File: config.mk
export PLATFORM = sky130hd
export DESIGN_NAME = seg_scan_decoder_flat
export DESIGN_NICKNAME = d
export VERILOG_FILES = /design/src/rtl/seg_scan_decoder_if.sv /design/src/rtl/seg_scan_decoder.sv /design/src/flat_wrapper.sv
export SDC_FILE = /design/constraint.sdc
export NUM_CORES = 1
export LEC_CHECK = 0
export CORE_ASPECT_RATIO = 1.75
export CORE_UTILIZATION = 40
export CTS_CLUSTER_DIAMETER = 50
export DETAILED_ROUTE_END_ITERATION = 6
export DONT_BUFFER_PORTS = 1
export PLACE_DENSITY_LB_ADDON = 0.3
export SLEW_MARGIN = 20
export SYNTH_ARGS = -nofsm -noshare
export SYNTH_HDL_FRONTEND = slang
export SYNTH_SLANG_ARGS = --single-unit
File: constraint.sdc
create_clock -name SYSCLK -period 6.4 [get_ports SYSCLK]
set_input_delay 1.28 -clock SYSCLK [delete_from_list [all_inputs] [get_ports SYSCLK]]
set_output_delay 1.28 -clock SYSCLK [all_outputs]
set_load 0.005 [all_outputs]
File: src/rtl/seg_scan_decoder_if.sv
// Bus bundle for the 7-segment scan receiver: scan-side inputs plus the
// rebuilt frame and status outputs.
interface seg_scan_decoder_if #(parameter int NDIG = 5);
  logic [7:0]        SEG;
  logic              SEGCLK;
  logic [NDIG-1:0]   SEGCAT;
  logic              CLR_ERR;
  logic [4*NDIG-1:0] DIGITS;
  logic [NDIG-1:0]   DPS;
  logic              FRAME_VLD;
  logic              BAD_SEG;
  logic              BAD_CAT;
  logic              STALE;

  modport master (output SEG, SEGCLK, SEGCAT, CLR_ERR,
                  input  DIGITS, DPS, FRAME_VLD, BAD_SEG, BAD_CAT, STALE);
  modport slave  (input  SEG, SEGCLK, SEGCAT, CLR_ERR,
                  output DIGITS, DPS, FRAME_VLD, BAD_SEG, BAD_CAT, STALE);
endinterface

File: src/rtl/seg_scan_decoder.sv
// Multiplexed 7-segment scan receiver: syncs the bus, decodes each strobed
// digit to BCD and publishes a full frame once every digit slot is filled.
module seg_scan_slot (
  input  logic       clk,
  input  logic       rst_n,
  input  logic       we,
  input  logic [3:0] nib_in,
  input  logic       dp_in,
  output logic [3:0] nib,
  output logic       dp
);
  always_ff @(posedge clk or negedge rst_n)
    if (!rst_n) begin
      nib <= '0;
      dp  <= 1'b0;
    end else if (we) begin
      nib <= nib_in;
      dp  <= dp_in;
    end
endmodule

module seg_scan_decoder #(
  parameter int NDIG    = 5,
  parameter int TIMEOUT = 4096,
  parameter int TO_BITS = 12
) (
  input  logic              SYSCLK,
  input  logic              RSTN,
  seg_scan_decoder_if.slave bus
);
  localparam int IW = (NDIG > 1) ? $clog2(NDIG) : 1;
  // One spare bit so the counter can actually hold TIMEOUT == 2**TO_BITS.
  localparam logic [TO_BITS:0] TMO = (TO_BITS+1)'(TIMEOUT);

  typedef enum logic [1:0] {IDLE, COLLECT, DONE} st_t;

  function automatic logic [4:0] dec7(input logic [6:0] p);
    case (p)
      7'h7E: dec7 = 5'h00;
      7'h30: dec7 = 5'h01;
      7'h6D: dec7 = 5'h02;
      7'h79: dec7 = 5'h03;
      7'h33: dec7 = 5'h04;
      7'h5B: dec7 = 5'h05;
      7'h5F: dec7 = 5'h06;
      7'h70: dec7 = 5'h07;
      7'h7F: dec7 = 5'h08;
      7'h7B: dec7 = 5'h09;
      7'h00: dec7 = 5'h0A;
      default: dec7 = 5'h1F;   // bit 4 flags an undecodable pattern
    endcase
  endfunction

  logic [7:0]      seg_s1, seg_s2;
  logic [NDIG-1:0] cat_s1, cat_s2;
  logic [2:0]      clk_pipe;

  always_ff @(posedge SYSCLK or negedge RSTN)
    if (!RSTN) begin
      seg_s1   <= '0;
      seg_s2   <= '0;
      cat_s1   <= '1;
      cat_s2   <= '1;
      clk_pipe <= '0;
    end else begin
      seg_s1   <= bus.SEG;
      seg_s2   <= seg_s1;
      cat_s1   <= bus.SEGCAT;
      cat_s2   <= cat_s1;
      clk_pipe <= {clk_pipe[1:0], bus.SEGCLK};
    end

  logic            rise, cat_ok, bad_pat, cap_new;
  logic [NDIG-1:0] inv;
  logic [IW-1:0]   idx;
  logic [4:0]      dcd;

  always_comb begin
    rise    = clk_pipe[1] & ~clk_pipe[2];
    inv     = ~cat_s2;
    cat_ok  = (inv != '0) && ((inv & (inv - NDIG'(1))) == '0);
    idx     = '0;
    for (int i = 0; i < NDIG; i++)
      if (!cat_s2[i]) idx = IW'(i);
    dcd     = dec7(seg_s2[7:1]);
    bad_pat = dcd[4];
    cap_new = rise & cat_ok;
  end

  st_t             st;
  logic [NDIG-1:0] mask, mask_n, mask_base;
  logic            pend, pend_dp;
  logic [IW-1:0]   pend_idx, a_idx;
  logic [3:0]      pend_nib, a_nib;
  logic            a_dp, apply;
  logic [TO_BITS:0] cnt, cnt_nxt;
  logic            stale, stale_rise;

  // A capture landing in DONE is parked in pend and replayed the next cycle.
  always_comb begin
    apply      = (cap_new && st != DONE) || pend;
    a_idx      = pend ? pend_idx : idx;
    a_nib      = pend ? pend_nib : dcd[3:0];
    a_dp       = pend ? pend_dp  : seg_s2[0];
    mask_base  = (st == IDLE || mask[a_idx]) ? '0 : mask;
    mask_n     = mask_base | (NDIG'(1) << a_idx);
    cnt_nxt    = rise ? '0 : (cnt == TMO ? cnt : cnt + 1'b1);
    stale_rise = (cnt_nxt == TMO) && !stale;
  end

  logic [NDIG-1:0][3:0] stg_nib;
  logic [NDIG-1:0]      stg_dp;

  for (genvar g = 0; g < NDIG; g++) begin : g_slot
    seg_scan_slot u_slot (
      .clk   (SYSCLK),
      .rst_n (RSTN),
      .we    (apply && a_idx == IW'(g)),
      .nib_in(a_nib),
      .dp_in (a_dp),
      .nib   (stg_nib[g]),
      .dp    (stg_dp[g])
    );
  end

  logic [NDIG-1:0][3:0] digits_q;
  logic [NDIG-1:0]      dps_q;
  logic                 frame_vld, bad_seg, bad_cat;

  always_ff @(posedge SYSCLK or negedge RSTN)
    if (!RSTN) begin
      st        <= IDLE;
      mask      <= '0;
      pend      <= 1'b0;
      pend_idx  <= '0;
      pend_nib  <= '0;
      pend_dp   <= 1'b0;
      cnt       <= '0;
      stale     <= 1'b0;
      digits_q  <= '0;
      dps_q     <= '0;
      frame_vld <= 1'b0;
      bad_seg   <= 1'b0;
      bad_cat   <= 1'b0;
    end else begin
      cnt       <= cnt_nxt;
      stale     <= (cnt_nxt == TMO);
      frame_vld <= 1'b0;
      bad_seg   <= (bad_seg & ~bus.CLR_ERR) | (cap_new & bad_pat);
      bad_cat   <= (bad_cat & ~bus.CLR_ERR) | (rise & ~cat_ok);
      pend      <= cap_new && st == DONE;
      if (cap_new) begin
        pend_idx <= idx;
        pend_nib <= dcd[3:0];
        pend_dp  <= seg_s2[0];
      end
      if (stale_rise) begin
        mask <= '0;
        st   <= IDLE;
        pend <= 1'b0;
      end else begin
        case (st)
          IDLE, COLLECT:
            if (apply) begin
              mask <= mask_n;
              st   <= (&mask_n) ? DONE : COLLECT;
            end
          DONE: begin
            digits_q  <= stg_nib;
            dps_q     <= stg_dp;
            frame_vld <= 1'b1;
            mask      <= '0;
            st        <= IDLE;
          end
          default: st <= IDLE;
        endcase
      end
    end

  assign bus.DIGITS    = digits_q;
  assign bus.DPS       = dps_q;
  assign bus.FRAME_VLD = frame_vld;
  assign bus.BAD_SEG   = bad_seg;
  assign bus.BAD_CAT   = bad_cat;
  assign bus.STALE     = stale;
endmodule
File: src/flat_wrapper.sv
// flat-port wrapper written by rule: the top's interface ports become plain ports
module seg_scan_decoder_flat 
#(
  parameter int NDIG    = 5,
  parameter int TIMEOUT = 4096,
  parameter int TO_BITS = 12
)
  (SYSCLK, RSTN, bus_SEG, bus_SEGCLK, bus_SEGCAT, bus_CLR_ERR, bus_DIGITS, bus_DPS, bus_FRAME_VLD, bus_BAD_SEG, bus_BAD_CAT, bus_STALE);
  seg_scan_decoder_if #(.NDIG(NDIG)) bus_i ();
  input  logic SYSCLK;
  input  logic RSTN;
  input wire logic [$bits(bus_i.SEG)-1:0] bus_SEG;
  input wire logic [$bits(bus_i.SEGCLK)-1:0] bus_SEGCLK;
  input wire logic [$bits(bus_i.SEGCAT)-1:0] bus_SEGCAT;
  input wire logic [$bits(bus_i.CLR_ERR)-1:0] bus_CLR_ERR;
  output wire logic [$bits(bus_i.DIGITS)-1:0] bus_DIGITS;
  output wire logic [$bits(bus_i.DPS)-1:0] bus_DPS;
  output wire logic [$bits(bus_i.FRAME_VLD)-1:0] bus_FRAME_VLD;
  output wire logic [$bits(bus_i.BAD_SEG)-1:0] bus_BAD_SEG;
  output wire logic [$bits(bus_i.BAD_CAT)-1:0] bus_BAD_CAT;
  output wire logic [$bits(bus_i.STALE)-1:0] bus_STALE;
  assign bus_i.SEG = bus_SEG;
  assign bus_i.SEGCLK = bus_SEGCLK;
  assign bus_i.SEGCAT = bus_SEGCAT;
  assign bus_i.CLR_ERR = bus_CLR_ERR;
  assign bus_DIGITS = bus_i.DIGITS;
  assign bus_DPS = bus_i.DPS;
  assign bus_FRAME_VLD = bus_i.FRAME_VLD;
  assign bus_BAD_SEG = bus_i.BAD_SEG;
  assign bus_BAD_CAT = bus_i.BAD_CAT;
  assign bus_STALE = bus_i.STALE;
  seg_scan_decoder #(.NDIG(NDIG), .TIMEOUT(TIMEOUT), .TO_BITS(TO_BITS)) u_core (.SYSCLK(SYSCLK), .RSTN(RSTN), .bus(bus_i));
endmodule
==> out/qor.yml <==
skew_ns: 0.01120
grt_pass1_vias: 3160
fillers: 1095
ys_types: 59
drcViolationCount: 2
critPathRequiredTime_ns: 6.68
core_area_um2: 12000
violations: "DRC"
drv_slew: 0
cp.arrival_ns: 3.52
cts_buffer_depth: 2
cts_buffers: 9
portBuffers: 0
r2r-start: "u_core.pend$_DFF_PN0_"
start_kind: "flip-flop"
yosys_warnings: 0
viasPerCell: 5.561
routedWlPerCell_um: 17.26
initial_utilization_pct: 41.22
ir_worst_vdd_v: 0.0002195
drive_gt1_share_pct: 22.96
dp_hpwl_mm: 6.736
grt.overflow.total: 0
ys_ff_latch: 112
clkPwrFrac_pct: 36.0
grt_first_pass_wirelength_mm: 16.01
worstSkewPairLatency_ns: 0.36
dpl_cell_area_um2: 5056
endpoint_kind: "flip-flop"
ff_latch_area_um2: 2815
p_sw_share_pct: 26.61
pwr_density_cell_nw_per_um2: 287.2
async_flop_share_pct: 100.0
cts_tree: "done"
min_to: "u_core.clk_pipe[1]$_DFF_PN0_"
netlist_area_um2: 4947
rsz0062_at_grt: "no"
multi_input_area_um2: 1988
dr.pass1.iters: 7
finalHoldViolations: 0
whs_path_depth: 0
min_path_type: "flip-flop to flip-flop"
clock.fmax_mhz: 308.0
hold_start: "u_core.clk_pipe[0]$_DFF_PN0_"
maxCapViolCount: 0
slew_headroom_pct: 42.58
combPwrFrac_pct: 9.1
clkTransAtPathRegs_ns: 0.08
vias: 3170
switchingPower_mw: 0.4097
worstMarginPinSlew_ns: 0.8523
rr_worst_depth: 6
setup_tns_ns: 0
die_x_um: 86.07
synth-edff-count: 0
rows: 53
syn_to_final_growth_pct: 8.396
die_y_um: 149.1
num_io_pins: 46
place.gp.congestion: 0.8766
postLayoutCellArea_um2: 5363
r2r-end: "u_core.mask[1]$_DFFE_PN0P_"
status: "finished with violations"
grtUsageTotal_pct: 16.39
antenna_cells: 0
numClockSinks: 112
seqPwrFrac_pct: 54.9
synth_area_per_cell_um2: 12.25
p_leak_nw: 2.292
min_period_ns: 3.246
die-area_um2: 12830
post_cts_buffers: 0
crit_fanout: 17
htreeDepth: 3
ant_nets: 0
min_period_over_period_pct: 50.73
post_cts_resize_count: 0
grt_antenna_before_repair: 0
setup_viol_count_final: 0
r2r_slack_ns: 3.15
synthesis.nets: 423
grt_max_degree: 113
nets: 419
synth_cells: 404
ys_seq_area_share_pct: 56.90
hold_buffers: 0
drt-total-wl_mm: 9.839
cts-root-buf: "clkbuf_16"
power.internal_mw: 1.130
drtIter0Drc: 181
synthFlopType: "dfrtp_1"
criticalPathCategory: "flip-flop to flip-flop"
-- through the flow --
step	hold slack, ns	power (mW)	worst slack (ns)	std cells	utilization, %
after floorplan	0.3312	0.9579	3.660	404	-
final	0.3508	1.540	3.154	570	44.68
after CTS	0.3519	1.553	3.245	570	44.63
after global routing	0.3597	1.609	2.930	570	44.68
after global placement	0.3336	0.9927	3.395	554	42.12
after detailed placement	0.3347	0.9992	3.253	554	42.12
-- sequential cells by signal, summed over array words and instances (netlist names), 8 cells and up --
register                  cells
u_core.bus.DIGITS            20
u_core.g_slot.u_slot.nib     20
u_core.cnt                   13
u_core.seg_s1                 8
u_core.seg_s2                 8
-- power groups by stage --
stage / combinational [mW] / sequential, mW / clock (mW)
floorplan: 0.125 / 0.833 / 0
detailed placement: 0.140 / 0.859 / 0
finish: 0.140 / 0.846 / 0.554
CTS: 0.140 / 0.846 / 0.567
global route: 0.159 / 0.858 / 0.592
global placement: 0.135 / 0.858 / 0
-- cells in the mapped netlist, drive strengths merged, types with 6 or more instances --
master / number / area share [%]
o31ai: 6 / 0.91
or3: 6 / 0.78
a21oi: 21 / 2.1
nor2: 16 / 1.2
dfstp: 10 / 5.3
nand2b: 8 / 1.0
clkbuf: 13 / 1.0
inv: 7 / 0.53
nand3: 10 / 1.0
dfrtp: 102 / 52
nand2: 36 / 2.7
mux2: 53 / 14
and3: 6 / 0.78
nand4: 10 / 1.4
nor3: 9 / 0.91
o21ai: 14 / 1.4
-- cell usage in the layout (no fill, tap or decap), types with 3 or more instances in the layout --
| master | netlist | routed |
|---|---|---|
| o211ai_1 | 4 | 4 |
| o2111ai_1 | 3 | 3 |
| or4_1 | 4 | 4 |
| mux2_2 | 34 | 34 |
| nor2b_1 | 3 | 3 |
| a31oi_1 | 4 | 4 |
| nor3_1 | 9 | 9 |
| nand2_1 | 36 | 36 |
| or3_1 | 5 | 5 |
| nand3_1 | 10 | 10 |
| o21ai_0 | 13 | 13 |
| nor2_1 | 16 | 16 |
| dfrtp_1 | 102 | 102 |
| inv_6 | 0 | 3 |
| inv_1 | 7 | 7 |
| xnor2_1 | 3 | 3 |
| clkbuf_16 | 0 | 9 |
| buf_4 | 1 | 3 |
| dfstp_2 | 10 | 10 |
| mux2_4 | 19 | 19 |
| nand2b_1 | 8 | 8 |
| and3_1 | 5 | 5 |
| nand4_1 | 9 | 9 |
| o22ai_1 | 3 | 3 |
| mux2i_1 | 5 | 5 |
| a21oi_1 | 21 | 21 |
| xor2_1 | 5 | 5 |
| nor3b_1 | 3 | 3 |
| o31ai_1 | 6 | 6 |
-- per-layer routing --
layer	routed length (µm)	vias to the layer above	global-route usage (%)
met5	0	-	0
met4	340	0	8.667
met3	385	25	3.320
met2	5184	86	28.41
met1	3928	1591	18.80
li1	-	1468	-
-- critical path, cell delays in order (launching register included) --
cell and delay (ns):
dfrtp_1 0.65, clkinv_1 0.52, a311oi_1 0.88, mux2_2 0.43, a22oi_1 0.38, nand4_1 0.16
a31oi_1 0.15
-- cells by family after synthesis --
family                     after synthesis  share of synthesized area [%]
and+or+nand+nor                        121                          13.20
DFF                                    112                          56.90
AOI/OAI and AO/OA                       77                          10.42
muxes                                   58                          14.52
buffers and inverters                   26                          3.035
xor gates and xnor gates                 8                          1.416
adders and majority gates                2                         0.5057
-- worst max-delay path by stage --
| stage | start | endpoint |
|---|---|---|
| 2_1_floorplan | u_core.cnt[0]$_DFF_PN0_ | u_core.bus.DIGITS[10]$_DFFE_PN0P_ |
| 3_3_place_gp | u_core.pend$_DFF_PN0_ | u_core.g_slot[3].u_slot.nib[3]$_DFFE_PN0P_ |
| 5_1_grt | u_core.pend$_DFF_PN0_ | u_core.g_slot[3].u_slot.nib[1]$_DFFE_PN0P_ |
| 6_report | u_core.pend$_DFF_PN0_ | u_core.mask[1]$_DFFE_PN0P_ |
| 3_5_place_dp | u_core.pend$_DFF_PN0_ | u_core.g_slot[0].u_slot.dp$_DFFE_PN0P_ |
| 4_1_cts | u_core.pend$_DFF_PN0_ | u_core.mask[3]$_DFFE_PN0P_ |
-- final cells by class --
cell class | count | area share [%]
Clock inverter | 7 | 1.400
Inverter | 8 | 0.5600
Tap cell | 165 | 3.850
Sequential cell | 112 | 52.50
Multi-Input combinational cell | 266 | 37.07
Clock buffer | 9 | 4.200
Timing Repair Buffer | 3 | 0.4200
Power figures use the tool's default switching activity.
